--- config.mk ---
export PLATFORM = sky130hd
export DESIGN_NAME = multicycle_control_flat
export DESIGN_NICKNAME = d
export VERILOG_FILES = /design/src/rtl/multicycle_control_if.sv /design/src/rtl/multicycle_control.sv /design/src/flat_wrapper.sv
export SDC_FILE = /design/constraint.sdc
export NUM_CORES = 1
export LEC_CHECK = 0
export ABC_CLOCK_PERIOD_IN_PS = 2020
export CAP_MARGIN = 10
export CORE_MARGIN = 2
export CORE_UTILIZATION = 40
export CTS_CLUSTER_DIAMETER = 60
export DETAILED_ROUTE_END_ITERATION = 12
export HOLD_SLACK_MARGIN = 0.15
export PLACE_DENSITY = 0.78
export SKIP_LAST_GASP = 1
export SLEW_MARGIN = 10
export SYNTH_ARGS = -nofsm -noshare
export SYNTH_HDL_FRONTEND = slang
export SYNTH_SLANG_ARGS = --single-unit
--- constraint.sdc ---
create_clock -name clk -period 2.02 [get_ports clk]
set_clock_uncertainty 0.05 [all_clocks]
set_input_delay 0.404 -clock clk [delete_from_list [all_inputs] [get_ports clk]]
set_output_delay 0.404 -clock clk [all_outputs]
set_load 0.1 [all_outputs]
--- src/rtl/multicycle_control_if.sv ---
// Control/status bundle between multicycle_control (master) and the RV64 datapath (slave).
// Defining CONTROL_RETIRE_COUNT_EN adds the retired-instruction counter signal.
interface multicycle_control_if #(
    parameter int unsigned ALU_OP_W = 3
);
    logic [31:0]         instruction;
    logic                alu_zero;
    logic                imem_ready;
    logic                dmem_ready;
    logic                pc_write;
    logic                pc_write_cond;
    logic                pc_source;
    logic                alu_src_a;
    logic [1:0]          alu_src_b;
    logic [ALU_OP_W-1:0] alu_op;
    logic                load_a_out;
    logic                load_reg_a;
    logic                load_reg_b;
    logic                reg_write;
    logic                mem_to_reg;
    logic                imem_read;
    logic                ir_write;
    logic                dmem_req;
    logic                dmem_op;
    logic                load_mdr;
    logic                illegal;
    logic [3:0]          state_out;
`ifdef CONTROL_RETIRE_COUNT_EN
    logic [31:0]         retired;
`endif

    modport master (
        input  instruction, alu_zero, imem_ready, dmem_ready,
        output pc_write, pc_write_cond, pc_source, alu_src_a, alu_src_b, alu_op,
               load_a_out, load_reg_a, load_reg_b, reg_write, mem_to_reg,
               imem_read, ir_write, dmem_req, dmem_op, load_mdr, illegal, state_out
`ifdef CONTROL_RETIRE_COUNT_EN
        , output retired
`endif
    );

    modport slave (
        output instruction, alu_zero, imem_ready, dmem_ready,
        input  pc_write, pc_write_cond, pc_source, alu_src_a, alu_src_b, alu_op,
               load_a_out, load_reg_a, load_reg_b, reg_write, mem_to_reg,
               imem_read, ir_write, dmem_req, dmem_op, load_mdr, illegal, state_out
`ifdef CONTROL_RETIRE_COUNT_EN
        , input retired
`endif
    );
endinterface

--- src/rtl/multicycle_control.sv ---
// Multicycle control FSM for the RV64 subset datapath: fetch/decode/execute/memory/writeback
// with bounded memory waits and an illegal-instruction trap. Optional macro: CONTROL_RETIRE_COUNT_EN.
module multicycle_control #(
    parameter int unsigned ALU_OP_W    = 3,
    parameter int unsigned MEM_TIMEOUT = 15,
    parameter int unsigned CNT_W       = 8
) (
    input logic                  clk,
    input logic                  reset,
    multicycle_control_if.master bus
);
    // ALU operation codes shared with the operations package
    localparam logic [ALU_OP_W-1:0] ALU_SUM  = ALU_OP_W'(0);
    localparam logic [ALU_OP_W-1:0] ALU_SUB  = ALU_OP_W'(2);
    localparam logic [ALU_OP_W-1:0] ALU_LOAD = ALU_OP_W'(3);

    localparam logic [6:0] OPC_LOAD   = 7'b0000011;
    localparam logic [6:0] OPC_STORE  = 7'b0100011;
    localparam logic [6:0] OPC_OPIMM  = 7'b0010011;
    localparam logic [6:0] OPC_OP     = 7'b0110011;
    localparam logic [6:0] OPC_LUI    = 7'b0110111;
    localparam logic [6:0] OPC_BRANCH = 7'b1100011;

    typedef enum logic [3:0] {
        START    = 4'd0,
        FETCH    = 4'd1,
        DECODE   = 4'd2,
        MEM_ADDR = 4'd3,
        EXEC_R   = 4'd4,
        EXEC_I   = 4'd5,
        EXEC_U   = 4'd6,
        ALU_WB   = 4'd7,
        BRANCH   = 4'd8,
        MEM_LD   = 4'd9,
        MEM_SD   = 4'd10,
        LD_WB    = 4'd11,
        TRAP     = 4'd15
    } stateT;

    stateT            state;
    stateT            nextState;
    logic [CNT_W-1:0] waitCnt;
    logic [6:0]       opcode;
    logic [2:0]       funct3;
    logic             funct7b5;
    logic             waiting;
    logic             awaitedReady;
    logic             timedOut;
    logic             unusedInstr;

    assign opcode        = bus.instruction[6:0];
    assign funct3        = bus.instruction[14:12];
    assign funct7b5      = bus.instruction[30];
    assign unusedInstr   = ^{bus.instruction[31], bus.instruction[29:15], bus.instruction[11:7]};
    assign waiting       = (state == FETCH) || (state == MEM_LD) || (state == MEM_SD);
    assign awaitedReady  = (state == FETCH) ? bus.imem_ready : bus.dmem_ready;
    assign timedOut      = (MEM_TIMEOUT != 0) && (waitCnt == CNT_W'(MEM_TIMEOUT));
    assign bus.state_out = state;

    // State register and wait counter; the counter restarts on every state change
    always_ff @(posedge clk) begin
        if (reset) begin
            state   <= START;
            waitCnt <= '0;
        end else begin
            state <= nextState;
            if (nextState != state) begin
                waitCnt <= '0;
            end else if (waiting && !awaitedReady && (waitCnt != '1)) begin
                waitCnt <= waitCnt + CNT_W'(1);
            end
        end
    end

    // Next-state and control decode
    always_comb begin
        nextState         = state;
        bus.pc_write      = 1'b0;
        bus.pc_write_cond = 1'b0;
        bus.pc_source     = 1'b0;
        bus.alu_src_a     = 1'b0;
        bus.alu_src_b     = 2'd0;
        bus.alu_op        = ALU_SUM;
        bus.load_a_out    = 1'b0;
        bus.load_reg_a    = 1'b0;
        bus.load_reg_b    = 1'b0;
        bus.reg_write     = 1'b0;
        bus.mem_to_reg    = 1'b0;
        bus.imem_read     = 1'b0;
        bus.ir_write      = 1'b0;
        bus.dmem_req      = 1'b0;
        bus.dmem_op       = 1'b0;
        bus.load_mdr      = 1'b0;
        bus.illegal       = 1'b0;
        case (state)
            START: nextState = FETCH;
            FETCH: begin
                bus.imem_read = 1'b1;
                if (bus.imem_ready) begin
                    bus.ir_write  = 1'b1;
                    bus.pc_write  = 1'b1;
                    bus.alu_src_b = 2'd1;
                    nextState     = DECODE;
                end else if (timedOut) begin
                    nextState = TRAP;
                end
            end
            // Branch target is precomputed here while the register file is read
            DECODE: begin
                bus.load_reg_a = 1'b1;
                bus.load_reg_b = 1'b1;
                bus.load_a_out = 1'b1;
                bus.alu_src_b  = 2'd3;
                case (opcode)
                    OPC_LOAD, OPC_STORE: nextState = MEM_ADDR;
                    OPC_OPIMM:           nextState = EXEC_I;
                    OPC_OP:              nextState = EXEC_R;
                    OPC_LUI:             nextState = EXEC_U;
                    OPC_BRANCH:          nextState = (funct3[2:1] == 2'b00) ? BRANCH : TRAP;
                    default:             nextState = TRAP;
                endcase
            end
            MEM_ADDR: begin
                bus.load_a_out = 1'b1;
                bus.alu_src_a  = 1'b1;
                bus.alu_src_b  = 2'd2;
                nextState      = (opcode == OPC_LOAD) ? MEM_LD : MEM_SD;
            end
            MEM_LD: begin
                bus.dmem_req = 1'b1;
                if (bus.dmem_ready) begin
                    bus.load_mdr = 1'b1;
                    nextState    = LD_WB;
                end else if (timedOut) begin
                    nextState = TRAP;
                end
            end
            MEM_SD: begin
                bus.dmem_req = 1'b1;
                bus.dmem_op  = 1'b1;
                if (bus.dmem_ready) begin
                    nextState = FETCH;
                end else if (timedOut) begin
                    nextState = TRAP;
                end
            end
            LD_WB: begin
                bus.reg_write  = 1'b1;
                bus.mem_to_reg = 1'b1;
                nextState      = FETCH;
            end
            EXEC_R: begin
                bus.alu_src_a  = 1'b1;
                bus.load_a_out = 1'b1;
                if (funct3 == 3'b000) begin
                    bus.alu_op = funct7b5 ? ALU_SUB : ALU_SUM;
                end else begin
                    bus.alu_op = ALU_OP_W'(funct3);
                end
                nextState = ALU_WB;
            end
            EXEC_I: begin
                bus.alu_src_a  = 1'b1;
                bus.alu_src_b  = 2'd2;
                bus.alu_op     = ALU_OP_W'(funct3);
                bus.load_a_out = 1'b1;
                nextState      = ALU_WB;
            end
            EXEC_U: begin
                bus.alu_src_b  = 2'd2;
                bus.alu_op     = ALU_LOAD;
                bus.load_a_out = 1'b1;
                nextState      = ALU_WB;
            end
            ALU_WB: begin
                bus.reg_write = 1'b1;
                nextState     = FETCH;
            end
            // funct3[0] distinguishes BNE from BEQ
            BRANCH: begin
                bus.alu_src_a     = 1'b1;
                bus.alu_op        = ALU_SUB;
                bus.pc_source     = 1'b1;
                bus.pc_write_cond = funct3[0] ? !bus.alu_zero : bus.alu_zero;
                nextState         = FETCH;
            end
            TRAP:    bus.illegal = 1'b1;
            default: nextState = START;
        endcase
    end

`ifdef CONTROL_RETIRE_COUNT_EN
    logic retire;

    assign retire = (nextState == FETCH) &&
                    ((state == LD_WB) || (state == MEM_SD) || (state == ALU_WB) || (state == BRANCH));

    // Count of instructions that completed and returned to fetch
    always_ff @(posedge clk) begin
        if (reset) begin
            bus.retired <= '0;
        end else if (retire) begin
            bus.retired <= bus.retired + 32'd1;
        end
    end
`endif
endmodule

--- src/flat_wrapper.sv ---
// flat-port wrapper written by rule: the top's interface ports become plain ports
module multicycle_control_flat 
#(
    parameter int unsigned ALU_OP_W    = 3,
    parameter int unsigned MEM_TIMEOUT = 15,
    parameter int unsigned CNT_W       = 8
)
  (clk, reset, bus_instruction, bus_alu_zero, bus_imem_ready, bus_dmem_ready, bus_pc_write, bus_pc_write_cond, bus_pc_source, bus_alu_src_a, bus_alu_src_b, bus_alu_op, bus_load_a_out, bus_load_reg_a, bus_load_reg_b, bus_reg_write, bus_mem_to_reg, bus_imem_read, bus_ir_write, bus_dmem_req, bus_dmem_op, bus_load_mdr, bus_illegal, bus_state_out);
  multicycle_control_if #(.ALU_OP_W(ALU_OP_W)) bus_i ();
  input logic clk;
  input logic reset;
  input wire logic [$bits(bus_i.instruction)-1:0] bus_instruction;
  input wire logic [$bits(bus_i.alu_zero)-1:0] bus_alu_zero;
  input wire logic [$bits(bus_i.imem_ready)-1:0] bus_imem_ready;
  input wire logic [$bits(bus_i.dmem_ready)-1:0] bus_dmem_ready;
  output wire logic [$bits(bus_i.pc_write)-1:0] bus_pc_write;
  output wire logic [$bits(bus_i.pc_write_cond)-1:0] bus_pc_write_cond;
  output wire logic [$bits(bus_i.pc_source)-1:0] bus_pc_source;
  output wire logic [$bits(bus_i.alu_src_a)-1:0] bus_alu_src_a;
  output wire logic [$bits(bus_i.alu_src_b)-1:0] bus_alu_src_b;
  output wire logic [$bits(bus_i.alu_op)-1:0] bus_alu_op;
  output wire logic [$bits(bus_i.load_a_out)-1:0] bus_load_a_out;
  output wire logic [$bits(bus_i.load_reg_a)-1:0] bus_load_reg_a;
  output wire logic [$bits(bus_i.load_reg_b)-1:0] bus_load_reg_b;
  output wire logic [$bits(bus_i.reg_write)-1:0] bus_reg_write;
  output wire logic [$bits(bus_i.mem_to_reg)-1:0] bus_mem_to_reg;
  output wire logic [$bits(bus_i.imem_read)-1:0] bus_imem_read;
  output wire logic [$bits(bus_i.ir_write)-1:0] bus_ir_write;
  output wire logic [$bits(bus_i.dmem_req)-1:0] bus_dmem_req;
  output wire logic [$bits(bus_i.dmem_op)-1:0] bus_dmem_op;
  output wire logic [$bits(bus_i.load_mdr)-1:0] bus_load_mdr;
  output wire logic [$bits(bus_i.illegal)-1:0] bus_illegal;
  output wire logic [$bits(bus_i.state_out)-1:0] bus_state_out;
  assign bus_i.instruction = bus_instruction;
  assign bus_i.alu_zero = bus_alu_zero;
  assign bus_i.imem_ready = bus_imem_ready;
  assign bus_i.dmem_ready = bus_dmem_ready;
  assign bus_pc_write = bus_i.pc_write;
  assign bus_pc_write_cond = bus_i.pc_write_cond;
  assign bus_pc_source = bus_i.pc_source;
  assign bus_alu_src_a = bus_i.alu_src_a;
  assign bus_alu_src_b = bus_i.alu_src_b;
  assign bus_alu_op = bus_i.alu_op;
  assign bus_load_a_out = bus_i.load_a_out;
  assign bus_load_reg_a = bus_i.load_reg_a;
  assign bus_load_reg_b = bus_i.load_reg_b;
  assign bus_reg_write = bus_i.reg_write;
  assign bus_mem_to_reg = bus_i.mem_to_reg;
  assign bus_imem_read = bus_i.imem_read;
  assign bus_ir_write = bus_i.ir_write;
  assign bus_dmem_req = bus_i.dmem_req;
  assign bus_dmem_op = bus_i.dmem_op;
  assign bus_load_mdr = bus_i.load_mdr;
  assign bus_illegal = bus_i.illegal;
  assign bus_state_out = bus_i.state_out;
  multicycle_control #(.ALU_OP_W(ALU_OP_W), .MEM_TIMEOUT(MEM_TIMEOUT), .CNT_W(CNT_W)) u_core (.clk(clk), .reset(reset), .bus(bus_i));
endmodule
# ---- Word level (Yosys, flattened, before mapping)
# Cells that the tools add are included.
dict set report op_classes {
  n_addsub 1
  eq_ne 21
  n_mux 30
  n_reduce_logical 18
}
# operator n
set ops {}
lappend ops {{4-bit one-hot mux with 8 select lines} 1}
lappend ops {{7-bit by 6-bit == test with 1-bit output (second input constant)} 3}
lappend ops {{4-bit == test (second input constant)} 5}
lappend ops {{4-bit one-hot mux with 5 select lines} 1}
lappend ops {{1-bit two-way mux} 18}
lappend ops {{4-bit by 3-bit == test with 1-bit output (second input constant)} 4}
lappend ops {{4-bit two-way mux} 4}
lappend ops {{3-bit one-hot mux with 4 select lines} 1}
lappend ops {{8-bit by 1-bit adder with 8-bit output (second input constant)} 1}
lappend ops {{4-bit by 2-bit == test with 1-bit output (second input constant)} 2}
lappend ops {{8-bit by 4-bit == test with 1-bit output (second input constant)} 1}
lappend ops {{8-bit inequality test (second input constant)} 1}
lappend ops {{2-bit OR reduction} 4}
lappend ops {{4-bit OR reduction} 2}
lappend ops {{7-bit by 2-bit == test with 1-bit output (second input constant)} 1}
lappend ops {{7-bit by 5-bit == test with 1-bit output (second input constant)} 1}
lappend ops {{7-bit == test (second input constant)} 1}
lappend ops {{3-bit two-way mux} 2}
lappend ops {{2-bit one-hot mux with 3 select lines} 1}
lappend ops {{3-bit OR reduction} 2}
lappend ops {{5-bit OR reduction} 1}
lappend ops {{4-bit by 1-bit == test with 1-bit output (second input constant)} 1}
lappend ops {{4-bit zero test} 1}
lappend ops {{2-bit two-way mux} 2}
lappend ops {{other kinds (6)} 9}
dict set report totals {
  ff_bits 12
  inputBits 37
  output_inout_bits 24
  word_cells 72
}

# ---- Longest topological paths before layout
dict set report depth {
  depth_word 6
  ltp_mapped 8
  mapped_depth_nobuf 6
}

# ---- Worst setup path before layout
# Ideal clock, no wire load.
dict set report synth_path {
  path_kind {register to output}
  startpoint {reg u_core.state[0], in the netlist u_core.bus.state_out[0]}
  endpoint {out bus_alu_src_b[0]}
  arrival_time_ns 4.962
  t_required_ns 1.566
  setup_slack_ns -3.396
  path_stages_with_launch 6
  n_path_buf 1
  path_cell_list {dfxtp_1 -> buf_6 -> nand2b_1 -> nor3_1 -> and2_1 -> or2_2}
}
dict set report synth_between {
  elab_chain_len 3
  word_cells_on_any_way 7
  cone_classes {eq/ne: 5; mux: 1; reduce/logical: 1}
}
# item line_no
set synth_lines {}
lappend synth_lines {{start: declaration} multicycle_control.sv:40} ;# stateT state;
lappend synth_lines {{start signal: assignment} multicycle_control.sv:66} ;# state <= nextState;
lappend synth_lines {{4-bit by 2-bit == test with 1-bit output / 4-bit by 3-bit == test with 1-bit output (equally long branches)} multicycle_control.sv:95} ;# case (state)
lappend synth_lines {{3-bit OR reduction (no source line)} n/a}
lappend synth_lines {{2-bit one-hot mux with 3 select lines (*)} multicycle_control.sv:95}
lappend synth_lines {{end: declaration} flat_wrapper.sv:20} ;# output wire logic [$bits(bus_i.alu_src_b)-1:0] bus_alu_src_b;
# Every way passes the cells marked *; elsewhere a longest branch is shown, timed or not.

# ---- Worst setup path in the final report
dict set report layout_path {
  startpoint {in bus_instruction[13]}
  endpoint {reg u_core.waitCnt[2]}
}
dict set report layout_between {
  elab_chain_len 6
}
# item line_no
set layout_lines {}
lappend layout_lines {{start: declaration} flat_wrapper.sv:12} ;# input wire logic [$bits(bus_i.instruction)-1:0] bus_instruction;
lappend layout_lines {{2-bit zero test} multicycle_control.sv:119} ;# OPC_BRANCH: nextState = (funct3[2:1] == 2'b00) ? BRANCH : TRAP;
lappend layout_lines {{3-bit two-way mux} multicycle_control.sv:119}
lappend layout_lines {{4-bit one-hot mux with 5 select lines} multicycle_control.sv:114} ;# case (opcode)
lappend layout_lines {{4-bit one-hot mux with 8 select lines} multicycle_control.sv:95}
lappend layout_lines {{4-bit inequality test} multicycle_control.sv:67} ;# if (nextState != state) begin
lappend layout_lines {{2-bit OR reduction (no source line)} n/a}
lappend layout_lines {{end signal: assignment} multicycle_control.sv:70} ;# waitCnt <= waitCnt + CNT_W'(1);
lappend layout_lines {{end: declaration} multicycle_control.sv:42} ;# logic [CNT_W-1:0] waitCnt;
# Every way passes these cells.
# A chain may end at the register's enable or synchronous reset.

==> results_dict.tcl <==
set metrics [dict create \
    critical_path.top_delay_family "simple AND/OR/NAND/NOR gates" \
    cts_buffers 3 \
    critPathLaunchType "primary input" \
    yosys_warnings 0 \
    rr_startpoint "u_core.bus.state_out[0]" \
    ir_drop_v 0.000781 \
    min_path_type "register to register" \
    synth.top_cells.by_area "dfxtp_1, nor2_1, a21oi_1" \
    p_leak_nw 0.988 \
    min_from "u_core.waitCnt[1]" \
    cts.sinks 12 \
    rows 19 \
    synth_cell_types 52 \
    netlist.area_leader.share 0.199 \
    max_stage_delay_ns 0.47 \
    die_height_um 59.0 \
    holdPathStages 2 \
    insertion_delay_ns 0.30 \
    dp_cells 248 \
    post-place-ws_ns -0.464 \
    detail-route-antenna-nets 0 \
    maxCapViolCount 0 \
    crit_slowest_cell "clkdlybuf4s50_1" \
    min_to "u_core.waitCnt[1]" \
    power_density_nw_per_um2 1630 \
    viasPerCell 6.54 \
    drt_wl_total_mm 6.33 \
    drt_iter0_drc 150 \
    syn_area_um2 1210 \
    grt_pass1_wl_mm 8.51 \
    grt_util_all_layers 0.327 \
    cp-end-kind "register" \
    synth_top_cell_by_area "dfxtp_1" \
    drtPass1Iterations 5 \
    antenna_found_initial 1 \
    finalHoldViolCount 0 \
    start_util 0.431 \
    grt_pass1_vias 1748 \
    drcViolationCount 0 \
    setup_ws_ns -0.150 \
    wl_per_cell_um 23.4 \
    max_freq_ghz 0.461 \
    crit_arrival_ns 2.34 \
    reg2reg_depth 7 \
    cpMostUsedCell "nor4b_4" \
    cts_tree "yes" \
    path_clk_slew_ns 0.07 \
    ys.flop_type "dfxtp_1" \
    cts-root-buf "clkbuf_4" \
    syn_to_final_growth_pct 112 \
    grt_max_degree 18 \
    worst_pin_slew_ns 0.491 \
    die_x_um 59.0 \
    violations "negative setup slack" \
    tns_ns -1.42 \
    drive_above_1_share 0.536 \
    cp_cell_sequence "clkdlybuf4s50_1 > nor4b_4 > a21oi_1 > o21ai_1 > nor4b_4 > nand4b_4 > nor2_1" \
    synth_area_per_cell_um2 7.42 \
    cp_max_fo 8 \
    dieArea_um2 3480 \
    rsz0062_at_grt "true" \
    setup_viol 16 \
    finalNonFillerCells 271 \
    reg2reg_to "u_core.waitCnt[2]" \
    final.period_utilization 1.07 \
    final_core_util 0.913 \
    critPathKind "primary input to register" \
    cts_hold_buffers 0 \
    place_congestion 0.875 \
    synth-async-reset-ratio 0 \
    ys_ff_latch 12 \
    syn_inst 163 \
    via_count 1772 \
    synth_edf_count 0 \
    cp.required_ns 2.19 \
    nets 278 \
    gr-total-overflow 0 \
    port_buffers 39 \
    min_period_ns 2.17 \
    core-area_um2 2810 \
    maxSlewHeadroom 0.670 \
    cp.buffers_inverters 1 \
    status "finished with violations" \
    slew_viol_final 0 \
    clockBufferDepth 2 \
    ys_seq_area_frac 0.199 \
    rrSetupSlack_ns -0.09 \
    synth_fp_nets 201 \
    cts_htree_levels 1 \
    dp_hpwl_mm 3.38 \
    ios 61 \
]
-- cell usage after synthesis, types with 2 or more instances --
master,n
buf_4,3
o22a_1,2
nor4_1,2
buf_2,2
and2_1,3
nor3_1,5
mux2i_1,2
nand3b_1,2
nor4b_2,2
nand3_1,8
or3_1,2
nand4_1,3
nor3b_1,2
nand2_1,12
inv_1,5
a21oi_1,12
nor2_1,19
a31oi_1,3
and3_1,3
a221oi_1,3
nand2b_1,5
xnor2_1,4
o21ai_0,6
clkbuf_1,4
a21o_1,3
or2_2,2
dfxtp_1,12
xor2_1,5
nor2b_1,2
nor4bb_1,3
-- stage by stage --
stage	cell area, um^2	total power [mW]	hold slack, ns
finish	2560	4.19	0.524
CTS	2450	3.90	0.501
global route	2560	4.30	0.541
detailed placement	2200	3.47	0.476
floorplan	1440	2.49	0.413
global placement	2200	3.41	0.451
-- cells in the final DEF (no fill, tap or decap), types with 4 or more instances in the layout --
master	instances
buf_4	40
buf_12	24
nand2_1	12
nor2_1	11
dfxtp_1	8
nand3_1	7
a21oi_1	7
dlygate4sd2_1	7
nor2_4	5
xor2_1	5
clkdlybuf4s50_1	5
nand2b_4	4
xnor2_1	4
o21ai_0	4
dfxtp_4	4
-- worst max-delay path by stage --
| stage | startpoint | to | slack (ns) | depth (start not counted) |
|---|---|---|---|---|
| final | bus_instruction[13] | u_core.waitCnt[2] | -0.15 | 7 |
| after global routing | bus_instruction[13] | u_core.waitCnt[1] | -0.17 | 7 |
| after CTS | u_core.bus.state_out[2] | bus_alu_src_b[0] | -0.04 | 4 |
| after detailed placement | bus_dmem_ready | u_core.waitCnt[7] | -0.46 | 8 |
| after global placement | bus_instruction[6] | u_core.waitCnt[0] | -0.41 | 7 |
| after floorplan | u_core.bus.state_out[0] | bus_alu_src_b[0] | -0.93 | 5 |
-- cells by family (layout without fill, tap and decap cells) --
family | count (synthesis) | in the layout | synth area share
AOI/OAI and AO/OA | 42 | 42 | 0.240
xor gates and xnor gates | 9 | 9 | 0.0651
adders and majority gates | 1 | 1 | 0.0103
buffers and inverters | 16 | 92 | 0.0672
DFF | 12 | 12 | 0.199
muxes | 2 | 2 | 0.0165
other | 0 | 1 | 0
and+or+nand+nor | 81 | 81 | 0.402
-- report_power, final --
group | switching, mW | internal, mW | total [mW] | leakage (nW)
sequential | 0.0692 | 0.288 | 0.357 | 0.100
combinational | 2.24 | 1.43 | 3.66 | 0.872
clock | 0.0925 | 0.0721 | 0.165 | 0.0154
total | 2.40 | 1.79 | 4.19 | 0.988
-- registers in the layout, indices dropped and copies added, names as in the netlist --
| name | count |
|---|---|
| u_core.bus.state_out | 4 |
| u_core.waitCnt | 8 |
-- per-layer routing --
layer	routed length (um)	track usage	part of all wire
met1	2390	0.386	0.38
met2	3260	0.576	0.52
met3	433	0.0764	0.068
met4	250	0.110	0.039
met5	0	0	0
-- area by class of cell --
type                            count  area (um^2)
Clock buffer                        3         22.5
Fill cell                         109          243
Tap cell                           31         38.8
Multi-Input combinational cell    135         1230
Antenna cell                        1         2.50
Inverter                            5         26.3
Clock inverter                      1         3.75
Timing Repair Buffer               83          980
Sequential cell                    12          255
-- repair_timing --
action,4_1_cts,5_1_grt
gates resized for setup,30,20
pin swaps,19,9
buffers inserted,15,3
setup endpoints to repair,23,22
-- worst register-to-register path, cell delays in order, from the launching register on --
cell and delay [ns]:
dfxtp_4 0.37, buf_4 0.19, or3_1 0.39, a21oi_1 0.16, a211oi_1 0.10, nor4b_4 0.38, nand4b_4 0.23, nor2_1 0.16
(Power assumes the default switching activity.)
